**config.mk**
```make
export PLATFORM = sky130hd
export DESIGN_NAME = logic_clock_domain_crossing_gray_write
export DESIGN_NICKNAME = d
export VERILOG_FILES = /design/src/rtl/logic_clock_domain_crossing_gray_write.sv
export SDC_FILE = /design/constraint.sdc
export NUM_CORES = 1
export LEC_CHECK = 0
export CORE_MARGIN = 2
export CORE_UTILIZATION = 37
export CTS_CLUSTER_SIZE = 20
export DETAILED_ROUTE_END_ITERATION = 10
export GPL_TIMING_DRIVEN = 0
export MAX_ROUTING_LAYER = met4
export PLACE_DENSITY = 0.73
export REMOVE_ABC_BUFFERS = 1
export SLEW_MARGIN = 20
export SYNTH_ARGS = -nofsm -noshare
export SYNTH_HDL_FRONTEND = slang
export SYNTH_SLANG_ARGS = --single-unit
```
**constraint.sdc**
```tcl
create_clock -name rx_aclk -period 1.31 [get_ports rx_aclk]
set_input_delay 0.1965 -clock rx_aclk [delete_from_list [all_inputs] [get_ports rx_aclk]]
set_output_delay 0.1965 -clock rx_aclk [all_outputs]
set_load 0.02 [all_outputs]
```
**src/rtl/logic_clock_domain_crossing_gray_write.sv**
```systemverilog
// Write side of a Gray-pointer asynchronous FIFO: accepts Rx words, drives the memory write port,
// publishes a Gray write pointer and throttles rx_tready from a registered fill estimate.
module logic_clock_domain_crossing_gray_write #(
    parameter int DATA_WIDTH       = 1,
    parameter int ADDRESS_WIDTH    = 3,
    parameter int READY_THRESHOLD  = (2 ** ADDRESS_WIDTH) - 3,
    parameter int WRITE_REGISTERED = 0
) (
    input  logic                     rx_aclk,
    input  logic                     rx_areset,
    input  logic                     rx_tvalid,
    input  logic [DATA_WIDTH-1:0]    rx_tdata,
    output logic                     rx_tready,
    output logic                     write_enable,
    output logic [DATA_WIDTH-1:0]    write_data,
    output logic [ADDRESS_WIDTH-1:0] write_address,
    output logic [ADDRESS_WIDTH:0]   write_pointer_gray,
    input  logic [ADDRESS_WIDTH:0]   read_pointer_gray_synced,
    output logic [ADDRESS_WIDTH:0]   fill_level,
    output logic                     almost_full
);

    localparam int DEPTH = 2 ** ADDRESS_WIDTH;
    localparam int PW    = ADDRESS_WIDTH + 1;
    localparam logic [PW-1:0] THRESHOLD = PW'(READY_THRESHOLD);

    generate
        if (ADDRESS_WIDTH < 3 || READY_THRESHOLD < 1 || READY_THRESHOLD > DEPTH - 2 ||
            (WRITE_REGISTERED != 0 && WRITE_REGISTERED != 1)) begin : g_bad_parameters
            $error("logic_clock_domain_crossing_gray_write: illegal parameter combination");
        end
    endgenerate

    function automatic logic [PW-1:0] binary_to_gray(input logic [PW-1:0] b);
        return b ^ (b >> 1);
    endfunction

    function automatic logic [PW-1:0] gray_to_binary(input logic [PW-1:0] g);
        logic [PW-1:0] b;
        b[PW-1] = g[PW-1];
        for (int i = PW - 2; i >= 0; i--) begin
            b[i] = b[i+1] ^ g[i];
        end
        return b;
    endfunction

    logic          accept;
    logic [PW-1:0] wp;
    logic [PW-1:0] wp_next;
    logic [PW-1:0] rp;

    assign accept      = rx_tvalid && rx_tready;
    assign wp_next     = wp + {{ADDRESS_WIDTH{1'b0}}, accept};
    assign rp          = gray_to_binary(read_pointer_gray_synced);
    assign almost_full = (fill_level >= THRESHOLD);

    // NOTE: fill_level uses a synchronised (older) read pointer, so it can only overestimate;
    // the threshold margin covers the two-cycle lag from fill_level to rx_tready.
    always_ff @(posedge rx_aclk or posedge rx_areset) begin
        if (rx_areset) begin
            wp         <= '0;
            fill_level <= '0;
            rx_tready  <= 1'b0;
        end else begin
            wp         <= wp_next;
            fill_level <= wp - rp;
            rx_tready  <= (fill_level < THRESHOLD);
        end
    end

    generate
        if (WRITE_REGISTERED == 0) begin : g_write_direct
            assign write_enable  = accept;
            assign write_data    = rx_tdata;
            assign write_address = wp[ADDRESS_WIDTH-1:0];

            always_ff @(posedge rx_aclk or posedge rx_areset) begin
                if (rx_areset) begin
                    write_pointer_gray <= '0;
                end else begin
                    write_pointer_gray <= binary_to_gray(wp_next);
                end
            end
        end else begin : g_write_registered
            logic                     write_enable_q;
            logic [DATA_WIDTH-1:0]    write_data_q;
            logic [ADDRESS_WIDTH-1:0] write_address_q;

            assign write_enable  = write_enable_q;
            assign write_data    = write_data_q;
            assign write_address = write_address_q;

            // Gray pointer follows wp one edge late, i.e. on the edge that lands the data.
            always_ff @(posedge rx_aclk or posedge rx_areset) begin
                if (rx_areset) begin
                    write_enable_q     <= 1'b0;
                    write_data_q       <= '0;
                    write_address_q    <= '0;
                    write_pointer_gray <= '0;
                end else begin
                    write_enable_q     <= accept;
                    write_address_q    <= wp[ADDRESS_WIDTH-1:0];
                    write_pointer_gray <= binary_to_gray(wp);
                    if (accept) begin
                        write_data_q <= rx_tdata;
                    end
                end
            end
        end
    endgenerate

endmodule

```
# After elaboration in Yosys (flattened, before gate mapping)
# Index checks and enable logic that the tools add are counted.
# word_totals
reg_bits	13
output_inout_bits	15
inputBits	8
# classes
n_lt_le_gt_ge	2
bitwise_logic	4
add_sub_neg	2
reduce_logical	1
# ops
op	count
adder 4 x 1 -> 4 bit	1
greater-or-equal comparator 4 x 3 -> 1 bit, second input constant	1
less-than comparator 4 x 3 -> 1 bit, second input constant	1
subtractor 4 bit	1
XOR 4 x 3 -> 4 bit	1
XOR 1 bit	3
logical AND 1 bit	1

# Logic depth before layout (Yosys ltp)
# logic_depth
word_depth	4
mapped_depth	7
depth_no_buf	7

# Worst setup path before layout
# Ideal clock, no wire load.
# synth_path
path_kind	register to register
start	register rx_tready
end	register write_pointer_gray[1]
t_required_ns	1.179
arrival_ns	1.435
path_buffers	0
stages_incl_launch_ff	6
path_slack_ns	-0.256
cell_sequence	dfrtp_1 -> and2_1 -> ha_1 -> ha_1 -> xor2_1 -> xor2_1
# synth_via
elab_chain_len	3
# synth_lines
element	line_no	source
start: declaration	13	output logic rx_tready,
start signal: assignment	67	rx_tready <= (fill_level < THRESHOLD);
logical AND 1 bit	52	assign accept = rx_tvalid && rx_tready;
net write_enable	14	output logic write_enable,
adder 4 x 1 -> 4 bit	53	assign wp_next = wp + {{ADDRESS_WIDTH{1'b0}}, accept};
net wp_next[2]	49	logic [PW-1:0] wp_next;
XOR 4 x 3 -> 4 bit	35	return b ^ (b >> 1);
end signal: assignment	81	write_pointer_gray <= binary_to_gray(wp_next);
end: declaration	17	output logic [ADDRESS_WIDTH:0] write_pointer_gray,
# The timed path passes the listed nets, and every way through them passes these cells.

# Worst setup path in the final report
# layout_path
start	input port read_pointer_gray_synced[1]
end	register fill_level[1]
# layout_via
elab_chain_len	3
# layout_lines
element	line_no	source
start: declaration	18	input logic [ADDRESS_WIDTH:0] read_pointer_gray_synced,
XOR 1 bit *	42	b[i] = b[i+1] ^ g[i];
XOR 1 bit	42	
subtractor 4 bit *	66	fill_level <= wp - rp;
end signal: assignment	66	
end: declaration	19	output logic [ADDRESS_WIDTH:0] fill_level,
# Mark *: on every way between the ends. The rest lies on a longest branch, timed or not.

==> results.toml <==
[outcome]
status = "finished with violations"
violations = "negative setup slack"

[floorplan]
core_um2 = 1490
die_w_um = 43.7
dieArea_um2 = 1910
die_y_um = 43.7
rows = 14
start_util_pct = 39.2
ios = 23

[synthesis]
ys_types = 16
ys_ff_latch = 12
postSynthCellCount = 47
ys_warn_count = 0
synthFlopType = "dfrtp_1"
syn_area_per_cell_um2 = 12.4
synth_area_leader_cell = "dfrtp_1"
synth_top_area_share_pct = 51.5
ys_seq_area_share_pct = 51.5
synthTopCellsByCount = "dfrtp_1 (12), inv_1 (7), ha_1 (5), xnor2_1 (5), xor2_1 (5)"
ys_top_cells_by_area = "dfrtp_1 (52%), ha_1 (11%), xnor2_1 (7.5%), xor2_1 (7.5%), inv_1 (4.5%)"
async_reset_ff_share_pct = 100
synth.most_common_cell = "dfrtp_1"
synth_edf_count = 0
syn_area_um2 = 583

[power]
comb_power_share_pct = 56.7
power.density_nw_per_um2 = 2450
power_switching_uw = 918
power_leakage_nw = 0.429
p_sw_share_pct = 41.8
ir_worst_vdd_mv = 1.34
p_int_mw = 1.28
clkPwrFrac_pct = 9.6
seqPwrFrac_pct = 33.7

[timing]
setup_viol = 2
setup_slack_ns = -0.0386
fin_crit_sh_pct = 103
fmax_ghz = 0.742
hold_viol = 0
slew_violations = 0
slew_headroom_pct = 71.2
finClkSkew_ns = 0.00282
period_minus_slack_ns = 1.35
rsz0062_at_grt = "yes"
fin_tns_setup_ns = -0.0393
tightest_slew_ns = 0.432

[clock_network]
clockBufferDepth = 2
clkTransAtPathRegs_ns = 0.07
clkSinkCount = 12
clk_latency_ns = 0.26
hold_buffers = 0
cts_tree = "yes"
htreeDepth = 1
clock-root-buffer = "clkbuf_4"
cts_inserted_buffers = 3

[setup_path]
crit_type = "in2reg"
crit_path_max_fanout = 2
slowest_delay_ns = 0.52
critPathCaptureType = "flop"
critPathArrivalTime_ns = 1.51
crit_required_ns = 1.47
slowest_stage = "fa_2"
critical_path.startpoint_type = "input port"
cp_cell_sequence = "dlygate4sd2_1 > xor2_2 > xnor2_1 > ha_2 > fa_2 > inv_2"

[place]
post-dp-hpwl_um = 705
place_area_um2 = 796
dp.cells = 82
gp_congestion = 0.689
numPortBuffers = 20

[global_routing]
grt_pass1_wl_um = 1720
grt_max_degree = 13
antenna_found_initial = 0
grt_util_all_layers_pct = 12.8
grt_overflow_total = 0
grt_pass1_vias = 415

[route]
first_iter_violations = 5
final_antenna_net_count = 0
drt_wl_total_um = 991
drt-vias-per-instance = 4.55
vias = 400
first_pass_iters = 4
wl_per_cell_um = 11.3
drc = 0

[final_layout]
area_growth_syn_to_layout_pct = 53.4
layout-drive-gt1-share_pct = 30.6
fin_nets = 88
fin_util_pct = 60.1
stdcell_area_um2 = 895
antenna_cells = 0
fin_cells = 88

[run]
maxCapViolations = 0

[min_path]
min_path_type = "in2async"
[sequential cells by signal, indices dropped and copies added, names as in the netlist]
| name | cells |
|---|---|
| rx_tready | 1 |
| write_pointer_gray | 3 |
| wp | 4 |
| fill_level | 4 |
[worst paths after layout]
kind | start | endpoint | slack, ns | cells past startpoint
min | rx_areset | write_pointer_gray[0]$_DFF_PP0_ | 0.23 | 2
max reg2reg | rx_tready$_DFF_PP0_ | write_pointer_gray[1]$_DFF_PP0_ | 0 | 5
max | read_pointer_gray_synced[1] | fill_level[1]$_DFF_PP0_ | -0.04 | 6
min in group rx_aclk | read_pointer_gray_synced[3] | fill_level[3]$_DFF_PP0_ | 0.25 | 3
min reg2reg | fill_level[3]$_DFF_PP0_ | rx_tready$_DFF_PP0_ | 0.53 | 2
max in group asynchronous | rx_areset | wp[2]$_DFF_PP0_ | 0.76 | 2
[cells in the final DEF (no fill, tap or decap), drive strengths merged]
cell and instances:
nand2b 1, ha 5, dfrtp 12, o21ai 1, nand3b 1, and2 1
nand2 3, nand3 1, buf 6, fa 1, clkdlybuf4s15 2, clkdlybuf4s50 3
a21oi 1, xnor2 6, dlygate4sd2 12, clkbuf 3, xor2 6, inv 7
[metal layers]
metal  track usage (%)  vias to the layer above  share of wire [%]
li1                  -                      194                  -
met1              14.7                      188                 40
met2              21.8                       18                 52
met3              3.75                        0                8.3
met4              3.64                        0                  0
met5                 -                        -                  0
[worst max-delay path: cells and delay by family]
kind | cells | cell delay, ns
buf+inv | 2 | 0.29
xor+xnor | 2 | 0.32
fa+ha+maj | 2 | 0.70
[cell families (layout without fill, tap and decap cells)]
kind of cell,count (synthesis),in the layout,share of synthesized area [%]
flip-flops,12,12,51.5
AND/OR/NAND/NOR,7,7,6.22
adder cells (fa/ha/maj),6,6,14.2
buffers and inverters,8,33,5.80
AO/OA/AOI/OAI,2,2,1.72
XOR/XNOR,12,12,20.6
[repair_timing]
action                                 4_1_cts  5_1_grt
endpoints found under the hold margin        0        0
gates resized for setup                     38        9
pin swaps                                    5        7
setup endpoints to repair                   21        8
buffers inserted                             3        0
[through the flow]
step	setup WS [ns]	total power [mW]	hold WS (ns)
6_report	-0.0386	2.19	0.231
5_1_grt	-0.0836	2.37	0.263
4_1_cts	-0.0558	2.14	0.249
3_5_place_dp	-0.789	2.00	0.393
3_3_place_gp	-0.760	1.98	0.393
2_1_floorplan	-0.256	1.45	0.0612
[power groups by stage]
stage / clock [mW] / sequential [mW] / combinational, mW
final: 0.210 / 0.740 / 1.24
after detailed placement: 0 / 0.721 / 1.28
after global routing: 0.236 / 0.770 / 1.36
after CTS: 0.217 / 0.721 / 1.20
after floorplan: 0 / 0.940 / 0.512
after global placement: 0 / 0.715 / 1.26
[layout make-up]
type | instances | area, um^2
Timing Repair Buffer | 23 | 213
Sequential cell | 12 | 303
Tap cell | 16 | 20.0
Fill cell | 128 | 594
Clock buffer | 3 | 22.5
Multi-Input combinational cell | 27 | 310
Inverter | 7 | 26.3
Note: power is estimated with default switching activity, not from simulation.
